--- src/rtl/axis_pkg.sv ---
// Shared types and helpers for the AXI4-Stream packet sink and its ready throttle.
package axis_pkg;

  localparam int ERR_W   = 4;
  localparam int POP_MAX = 128;

  typedef enum logic [1:0] {
    ERR_OVERLONG    = 2'd0,
    ERR_EMPTY_KEEP  = 2'd1,
    ERR_UNSTABLE    = 2'd2,
    ERR_SPARSE_KEEP = 2'd3
  } err_bit_t;

  typedef enum logic {
    THR_ON  = 1'b0,
    THR_OFF = 1'b1
  } thr_state_t;

  // Number of set bits in a keep vector zero-extended to POP_MAX bits.
  function automatic logic [7:0] popcount(input logic [POP_MAX-1:0] v);
    logic [7:0] n;
    n = '0;
    for (int i = 0; i < POP_MAX; i++) begin
      n = n + {7'd0, v[i]};
    end
    return n;
  endfunction

endpackage

--- src/rtl/axis_ready_throttle.sv ---
// Back-pressure generator: registered TREADY alternating between on and off windows.
module axis_ready_throttle
  import axis_pkg::*;
(
  input  logic       clk,
  input  logic       reset_n,
  input  logic [7:0] cfg_on_cycles,
  input  logic [7:0] cfg_off_cycles,
  output logic       tready,
  output logic       thr_off
);

  thr_state_t state, state_n;
  logic [7:0] rem, rem_n;
  logic       tready_n;
  logic       free_run;

  // A zero length for either window means the sink never throttles.
  assign free_run = (cfg_on_cycles == 8'd0) || (cfg_off_cycles == 8'd0);
  assign thr_off  = (state == THR_OFF);

  always_ff @(posedge clk or negedge reset_n) begin
    if (!reset_n) begin
      state  <= THR_ON;
      rem    <= 8'd0;
      tready <= 1'b0;
    end else begin
      state  <= state_n;
      rem    <= rem_n;
      tready <= tready_n;
    end
  end

  // rem counts the cycles left in the current window after this one. Window
  // lengths are read only when a window is entered; in free-run every cycle
  // re-enters ON so a new configuration is picked up immediately.
  always_comb begin
    state_n  = state;
    rem_n    = rem;
    tready_n = tready;
    if (state == THR_ON) begin
      if (!tready || rem == 8'd0) begin
        // ON with TREADY low only occurs straight out of reset.
        if (tready && !free_run) begin
          state_n  = THR_OFF;
          rem_n    = cfg_off_cycles - 8'd1;
          tready_n = 1'b0;
        end else begin
          state_n  = THR_ON;
          rem_n    = free_run ? 8'd0 : cfg_on_cycles - 8'd1;
          tready_n = 1'b1;
        end
      end else begin
        rem_n = rem - 8'd1;
      end
    end else begin
      if (rem == 8'd0) begin
        state_n  = THR_ON;
        rem_n    = free_run ? 8'd0 : cfg_on_cycles - 8'd1;
        tready_n = 1'b1;
      end else begin
        rem_n = rem - 8'd1;
      end
    end
  end

endmodule

--- src/rtl/axis_pkt_sink.sv ---
// Terminal AXI4-Stream consumer: throttled acceptance, per-packet beat/byte
// statistics and sticky protocol-error flags.
module axis_pkt_sink
  import axis_pkg::*;
#(
  parameter int DATA_WIDTH = 32,
  parameter int KEEP_WIDTH = DATA_WIDTH / 8,
  parameter int MAX_BEATS  = 256,
  parameter int CNT_WIDTH  = 16
) (
  input  logic                  clk,
  input  logic                  reset_n,
  input  logic [DATA_WIDTH-1:0] TDATA,
  input  logic [KEEP_WIDTH-1:0] TKEEP,
  input  logic                  TVALID,
  output logic                  TREADY,
  input  logic                  TLAST,
  input  logic [7:0]            cfg_on_cycles,
  input  logic [7:0]            cfg_off_cycles,
  input  logic                  clr,
  output logic                  pkt_done,
  output logic [CNT_WIDTH-1:0]  pkt_count,
  output logic [CNT_WIDTH-1:0]  last_beats,
  output logic [CNT_WIDTH-1:0]  last_bytes,
  output logic [ERR_W-1:0]      err_flags,
  output logic                  dbg_thr_off
);

  // Valid/ready: a beat transfers on a rising edge where TVALID and TREADY are
  // both high; once TVALID is raised the source must hold it and TDATA/TKEEP/
  // TLAST unchanged until that edge. Nothing else updates statistics.
  logic hs;
  assign hs = TVALID & TREADY;

  axis_ready_throttle u_throttle (
    .clk            (clk),
    .reset_n        (reset_n),
    .cfg_on_cycles  (cfg_on_cycles),
    .cfg_off_cycles (cfg_off_cycles),
    .tready         (TREADY),
    .thr_off        (dbg_thr_off)
  );

  logic [CNT_WIDTH-1:0]  beat_cnt, byte_cnt;
  logic [CNT_WIDTH-1:0]  beat_next, byte_next, keep_bytes;
  logic [CNT_WIDTH:0]    byte_sum;
  logic [POP_MAX-1:0]    keep_ext;
  logic [ERR_W-1:0]      err_set;

  logic                  stall_q;
  logic [DATA_WIDTH-1:0] tdata_q;
  logic [KEEP_WIDTH-1:0] tkeep_q;
  logic                  tlast_q;
  logic                  unstable;

  assign keep_ext   = {{(POP_MAX - KEEP_WIDTH){1'b0}}, TKEEP};
  assign keep_bytes = CNT_WIDTH'(popcount(keep_ext));

  // Running totals stick at all-ones rather than wrapping.
  always_comb begin
    beat_next = (&beat_cnt) ? beat_cnt : beat_cnt + CNT_WIDTH'(1);
    byte_sum  = {1'b0, byte_cnt} + {1'b0, keep_bytes};
    byte_next = byte_sum[CNT_WIDTH] ? '1 : byte_sum[CNT_WIDTH-1:0];
  end

  // A stalled beat must be presented again unchanged on the following cycle.
  assign unstable = stall_q &&
                    (!TVALID || (TDATA != tdata_q) || (TKEEP != tkeep_q) || (TLAST != tlast_q));

  always_comb begin
    err_set               = '0;
    err_set[ERR_UNSTABLE] = unstable;
    if (hs) begin
      err_set[ERR_OVERLONG]    = 32'(beat_cnt) >= 32'(MAX_BEATS);
      err_set[ERR_EMPTY_KEEP]  = (TKEEP == '0);
      err_set[ERR_SPARSE_KEEP] = !TLAST && !(&TKEEP);
    end
  end

  always_ff @(posedge clk or negedge reset_n) begin
    if (!reset_n) begin
      stall_q <= 1'b0;
      tdata_q <= '0;
      tkeep_q <= '0;
      tlast_q <= 1'b0;
    end else begin
      stall_q <= TVALID & ~TREADY;
      tdata_q <= TDATA;
      tkeep_q <= TKEEP;
      tlast_q <= TLAST;
    end
  end

  // clr wins over a same-cycle beat: the beat is still accepted on the bus but
  // leaves no trace in the statistics.
  always_ff @(posedge clk or negedge reset_n) begin
    if (!reset_n) begin
      beat_cnt   <= '0;
      byte_cnt   <= '0;
      pkt_count  <= '0;
      last_beats <= '0;
      last_bytes <= '0;
      err_flags  <= '0;
      pkt_done   <= 1'b0;
    end else if (clr) begin
      beat_cnt   <= '0;
      byte_cnt   <= '0;
      pkt_count  <= '0;
      last_beats <= '0;
      last_bytes <= '0;
      err_flags  <= '0;
      pkt_done   <= 1'b0;
    end else begin
      err_flags <= err_flags | err_set;
      pkt_done  <= hs & TLAST;
      if (hs) begin
        if (TLAST) begin
          last_beats <= beat_next;
          last_bytes <= byte_next;
          pkt_count  <= pkt_count + CNT_WIDTH'(1);
          beat_cnt   <= '0;
          byte_cnt   <= '0;
        end else begin
          beat_cnt <= beat_next;
          byte_cnt <= byte_next;
        end
      end
    end
  end

endmodule

--- config.mk ---
export PLATFORM = sky130hd
export DESIGN_NAME = axis_pkt_sink
export DESIGN_NICKNAME = d
export VERILOG_FILES = /design/src/rtl/axis_pkg.sv /design/src/rtl/axis_ready_throttle.sv /design/src/rtl/axis_pkt_sink.sv
export SDC_FILE = /design/constraint.sdc
export NUM_CORES = 1
export LEC_CHECK = 0
export ABC_AREA = 1
export CELL_PAD_IN_SITES_DETAIL_PLACEMENT = 1
export CELL_PAD_IN_SITES_GLOBAL_PLACEMENT = 1
export CORE_ASPECT_RATIO = 1.5
export CORE_UTILIZATION = 35
export CTS_CLUSTER_DIAMETER = 80
export DETAILED_ROUTE_END_ITERATION = 12
export GPL_TIMING_DRIVEN = 0
export PLACE_DENSITY_LB_ADDON = 0.25
export SYNTH_ARGS = -nofsm -noshare
export SYNTH_HDL_FRONTEND = slang
export SYNTH_SLANG_ARGS = --single-unit
export TNS_END_PERCENT = 30
--- constraint.sdc ---
create_clock -name clk -period 2.58 [get_ports clk]
set_clock_uncertainty 0.2 [all_clocks]
set_input_delay 0.387 -clock clk [delete_from_list [all_inputs] [get_ports clk]]
set_output_delay 0.387 -clock clk [all_outputs]
set_load 0.03 [all_outputs]
==> results of run 1 <==
cell type report:
cell class | instances | area [sq um] | area share (%)
plain buffers | 13 | 63.8 | 0.688
clock buffers | 22 | 484 | 5.22
clock inverters | 10 | 97.6 | 1.05
inverters | 144 | 542 | 5.84
multi-input cells | 612 | 3170 | 34.1
flip-flops and latches | 133 | 3330 | 35.9
well taps | 260 | 325 | 3.51
repair buffers | 125 | 1260 | 13.6
worst reg2reg max path: stages, from the launching register on:
cell and delay, ns:
dfrtp_1 0.32, inv_1 0.06, fa_2 0.36, inv_2 0.08, fa_2 0.24, nand3_4 0.08
nor2_4 0.13, nand2_2 0.09, nor2_4 0.16, inv_2 0.07, o21ai_1 0.12, nand3_1 0.11
nand2_1 0.07, o21ai_1 0.06
cell usage in the layout, fill, tap and decap left out, types with 2 or more instances in the layout:
cell and count:
nor3_1 12, o21ai_0 27, ha_1 12, o21ai_1 28, o31ai_1 3, nand3_4 2
inv_1 130, dlygate4sd3_1 5, nand2_2 4, clkinvlp_4 3, a21oi_1 18, buf_4 8
clkinv_1 2, nand3_2 5, a22o_1 9, nand4_1 12, nor2_4 6, xor2_1 27
buf_6 3, nor3_2 4, inv_2 11, buf_2 7, clkinv_2 3, clkbuf_1 4
a22oi_1 3, nand2_1 276, xnor2_1 11, fa_2 2, clkdlybuf4s50_1 105, nor4_1 3
clkinv_4 3, buf_1 3, nor2_1 67, nand3_1 54, clkbuf_8 4, clkbuf_16 17
dfrtp_1 133, o22ai_1 8, nor2_2 6
power groups by stage:
stage	Clock (mW)	Combinational, mW	Sequential, mW
final	2.36	1.09	2.31
after global routing	2.50	1.24	2.33
after CTS	2.43	1.11	2.31
after detailed placement	0	1.09	2.35
after global placement	0	1.07	2.35
after floorplan	0	0.630	2.38
logic make-up after synthesis:
logic type | count (synthesis)
buf+inv | 157
compound gates | 100
fa+ha+maj | 15
xor+xnor | 38
simple gates | 459
flops | 133
cells in the mapped netlist (3+ instances only):
cell type and instances:
a21oi_1 18, a22o_1 9, a22oi_1 3, buf_1 3, buf_2 6, clkbuf_1 3, dfrtp_1 133, fa_1 3
ha_1 12, inv_1 131, inv_2 10, nand2_1 278, nand3_1 58, nand3_2 3, nand4_1 12, nor2_1 67
nor2_2 7, nor2_4 5, nor3_1 12, nor3_2 4, nor4_1 3, o21ai_0 28, o21ai_1 27, o22ai_1 8
o31ai_1 3, xnor2_1 11, xor2_1 27
worst paths after layout:
path,from,cells after the start,slack [ns],end
worst max-delay path,TKEEP[0],15,0.06,byte_cnt[14]
worst min-delay path,TKEEP[3],4,0.14,err_flags[1]
worst max register to register,byte_cnt[0],13,0.31,byte_cnt[14]
worst min register to register,last_beats[12],2,0.28,last_beats[12]
max in group asynchronous,reset_n,3,1.10,byte_cnt[13]
min in group asynchronous,reset_n,2,0.31,pkt_count[14]
state kept, by name, indices dropped and copies added (netlist names):
signal	flops
beat_cnt	16
u_throttle.rem	8
byte_cnt	16
pkt_count	16
u_throttle.tready	1
tkeep_q	4
tlast_q	1
u_throttle.thr_off	1
err_flags	4
pkt_done	1
tdata_q	32
last_bytes	16
stall_q	1
last_beats	16
what timing repair did:
action / 4_1_cts / 5_1_grt
endpoints found under the setup margin: 32 / 24
setup buffers: 5 / 4
hold endpoints to repair: 66 / 1
hold buffers: 4 / 1
pin swaps: 5 / 2
resized for setup: 15 / 10
gates cloned: 0 / 0
routing by layer:
| layer | track usage [%] | routed length, um | part of all wire (%) | vias to the layer above |
|---|---|---|---|---|
| met5 | 0 | 0 | 0 | - |
| met4 | 5.77 | 226 | 1.2 | 0 |
| met3 | 3.60 | 490 | 2.5 | 14 |
| met2 | 38.3 | 10800 | 55 | 79 |
| met1 | 22.3 | 8030 | 41 | 3057 |
| li1 | - | - | - | 3128 |
==> results.toml, run 1 <==
[cts]
root_buffer = "clkbuf_16"
cts_tree = "built"
cts.sinks = 133
cts_inserted_buffers = 17
clk_pin_slew_ns = 0.06
htreeDepth = 4
insertion_delay_ns = 0.42
cts_max_path_buffers = 2

[timing]
slew_headroom_pct = 57.1
drv_slew = 0
setup_ws_ns = 0.0610
fin_crit_sh_pct = 97.6
min_period_ns = 2.52
worst_pin_slew_ns = 0.644
max_freq_mhz = 397
grt_setup_unrepaired = "true"
setup_viol = 0
hold_slack_ns = 0.140
tns_ns = 0
finalHoldViolCount = 0

[global_routing]
grt_max_degree = 71
overflow = 0
grt_pass1_vias = 6780
grt_pass1_wl_um = 32900
antenna_found_initial = 0
grt.total_usage_pct = 20.0

[worst_setup_path]
crit_arrival_ns = 2.61
path_buf_inv = 4
crit_family = "adder cells"
path_class = "input pin to flop"
end_kind = "flop"
slowest_stage = "fa_1"
cpPeakStageDelay_ns = 0.53
crit_path_start_kind = "input pin"
crit_required_ns = 2.67
crit_fanout = 4
crit_chain = "buf_8, fa_1, inv_1, fa_2, inv_2, fa_2, nand3_4, nor2_4, nand2_2, nor2_4, inv_2, o21ai_1, nand3_1, nand2_1, o21ai_1"

[routing]
wl_um = 19500
ant_nets = 0
first_pass_iters = 4
routedWlPerCell_um = 14.8
drc = 0
drtIter0Drc = 195
viasPerCell = 4.76
dr_total_vias = 6278

[synth]
synth_ff_type = "dfrtp_1"
yosysSeqAreaShare_pct = 47.2
yosysTopAreaCell = "dfrtp_1"
ys_warn_count = 0
synth_area_leaders = "dfrtp_1, nand2_1, inv_1, nand3_1, nor2_1"
synth.avg_cell_area_sq_um = 7.82
synthCells = 902
synth_nets = 974
synth.top_cell.area_share_pct = 47.2
synth-compound-area-share_pct = 8.11
synth-adder-area-share_pct = 2.98
async_flop_share_pct = 100
syn-cell-area_sq_mm = 0.00705
ys_types = 43
synth_simple_gate_area_share_pct = 28.4
yosys_register_bits = 133
synth_mux_area_share_pct = 0
synthXorXnorAreaFrac_pct = 4.72
synth-edff-count = 0
synth_top_family_by_area = "simple AND/OR/NAND/NOR gates"

[floorplan]
die_y_um = 176
io_pins = 112
coreArea_sq_mm = 0.0198
floorplan.initialDensity_pct = 35.6
die_x_um = 118
die-area_sq_mm = 0.0207
row_count = 63

[placed_design]
place_hpwl_um = 14500
dpl_worst_slack_ns = -0.946
gp_congestion = 0.828
placed_area_sq_mm = 0.00852
place_inst = 1273
numPortBuffers = 110

[min_path]
min_path_type = "input pin to flop"

[cells_and_area]
postLayoutCoreUtil_pct = 46.9
area_delta_synth_final_pct = 31.5
finalNonFillerCells = 1319
drive_gt1_share_pct = 9.35
final_area_sq_mm = 0.00927
nets = 1118
n_antenna_cell = 0
fill_cells = 2449

[power_and_ir_drop]
power_density_mw_per_mm2 = 622
intPower_mw = 4.06
ir_worst_vdd_uv = 411
switchingPower_mw = 1.71
p_sw_share_pct = 29.7
p_total_mw = 5.77
p_clk_share_pct = 41.0
leakagePower_nw = 4.46
p_comb_share_pct = 19.0
seq_power_share_pct = 40.0

[job]
maxCapViolCount = 0

[outcome]
status = "complete, no violations"
Note: power is estimated with default switching activity, not from simulation.
==> run 2: changes to the inputs <==
- CORE_UTILIZATION: 35 -> 40
- RECOVER_POWER: not set -> 100
==> results.toml, run 2 (synthesis gave the netlist of run 1 again) <==
[outcome]
status = "complete, no violations"

[placed_design]
numPortBuffers = 110
gp_congestion = 0.850
place_hpwl_um = 14400
placed_area_sq_mm = 0.00846

[routing]
drc = 0
ant_nets = 0
first_pass_iters = 4
dr_total_vias = 6287
viasPerCell = 4.95
drtIter0Drc = 214
routedWlPerCell_um = 15.4
wl_um = 19500

[power_and_ir_drop]
switchingPower_mw = 1.76
ir_worst_vdd_uv = 406
p_total_mw = 5.93
p_sw_share_pct = 29.7
intPower_mw = 4.17
p_comb_share_pct = 18.3
p_clk_share_pct = 42.7
power_density_mw_per_mm2 = 642
seq_power_share_pct = 39.0
leakagePower_nw = 4.47

[cells_and_area]
drive_gt1_share_pct = 9.37
nets = 1116
final_common_cell = "nand2_1"
final_cell_mix = "nand2_1, dfrtp_1, inv_1"
largest_reg_flops = 32
area_delta_synth_final_pct = 31.0
n_antenna_cell = 0
top_register = "tdata_q"
final_area_sq_mm = 0.00923

[floorplan]
coreArea_sq_mm = 0.0173
floorplan.initialDensity_pct = 40.8
io_pins = 112
die_x_um = 110
die-area_sq_mm = 0.0182
row_count = 59
die_y_um = 165

[global_routing]
grt.total_usage_pct = 22.9
overflow = 0
grt_pass1_vias = 6640
antenna_found_initial = 0
grt_max_degree = 96
grt_pass1_wl_um = 31800

[timing]
slew_headroom_pct = 61.3
min_period_ns = 2.53
fin_crit_sh_pct = 98.1
tns_ns = 0
finalHoldViolCount = 0
max_freq_mhz = 395
worst_pin_slew_ns = 0.580
grt_setup_unrepaired = "true"
drv_slew = 0
setup_viol = 0

[cts]
insertion_delay_ns = 0.43
clk_pin_slew_ns = 0.06
root_buffer = "clkbuf_16"
htreeDepth = 4
cts_inserted_buffers = 17
cts_tree = "built"
cts.sinks = 133
cts_max_path_buffers = 2

[worst_setup_path]
slowest_stage = "fa_1"
crit_arrival_ns = 2.64
end_kind = "flop"
crit_path_start_kind = "input pin"
crit_family = "adder cells"
crit_fanout = 4
cpPeakStageDelay_ns = 0.53
crit_required_ns = 2.69
path_buf_inv = 4
path_class = "input pin to flop"
crit_chain = "buf_8, fa_1, inv_1, fa_2, inv_2, fa_2, nand3_4, nor2_4, nand2_2, nor2_4, inv_2, nand2_1, nand3_2, a22o_1"

[min_path]
min_path_type = "input pin to flop"

[job]
maxCapViolCount = 0
run 2: layer usage:
layer	share of wire (%)	vias up	GRT usage, %	routed length (um)
li1	-	3128	-	-
met1	39	3036	24.7	7690
met2	55	95	43.2	10800
met3	3.6	28	4.54	696
met4	1.9	0	7.83	378
met5	0	-	0	0
run 2: layout make-up:
type	instances	area, sq um
inverter	144	542
sequential	133	3330
clock inverter	14	174
buffer	13	63.8
timing repair buffer	123	1250
clock buffer	18	439
multi-input combinational	612	3170
fill	2128	8040
tap	213	267
run 2: path summary, 6_finish.rpt:
path | from | end | slack [ns] | depth (start not counted)
min | TKEEP[3] | err_flags[3] | 0.17 | 3
max | TKEEP[0] | last_bytes[10] | 0.05 | 14
max in group asynchronous | reset_n | byte_cnt[9] | 1.13 | 3
min reg2reg | last_bytes[14] | last_bytes[14] | 0.28 | 2
min in group asynchronous | reset_n | pkt_count[13] | 0.23 | 2
max reg2reg | byte_cnt[0] | last_bytes[10] | 0.29 | 12
run 2: power groups by stage:
stage	Combinational, mW	Clock [mW]	Sequential, mW
finish	1.08	2.53	2.31
CTS	1.11	2.58	2.32
global placement	1.06	0	2.35
floorplan	0.630	0	2.38
global route	1.22	2.67	2.33
detailed placement	1.09	0	2.35
run 2: per-stage QoR:
stage          setup slack [ns]  cells  hold WS, ns  util [%]
5_1_grt                 -0.0716   1270        0.183      53.4
4_1_cts                  0.0159   1266       0.0368      53.1
2_1_floorplan           -0.0987    902       -0.109         -
3_5_place_dp             -0.925   1226        0.120      49.0
3_3_place_gp              -4.68   1225        0.263      48.8
6_report                 0.0479   1270        0.170      53.4
run 2: what timing repair did:
item	in CTS	in global routing
endpoints found under the setup margin	32	30
hold endpoints to repair	40	2
hold buffers	3	2
gates resized for setup	14	14
buffers inserted	5	2
pin swaps	5	9
gates cloned	0	0
run 2: worst min-delay path, stage by stage:
cell,delay (ns)
buf_2,0.13
nand3_1,0.11
a22o_1,0.13
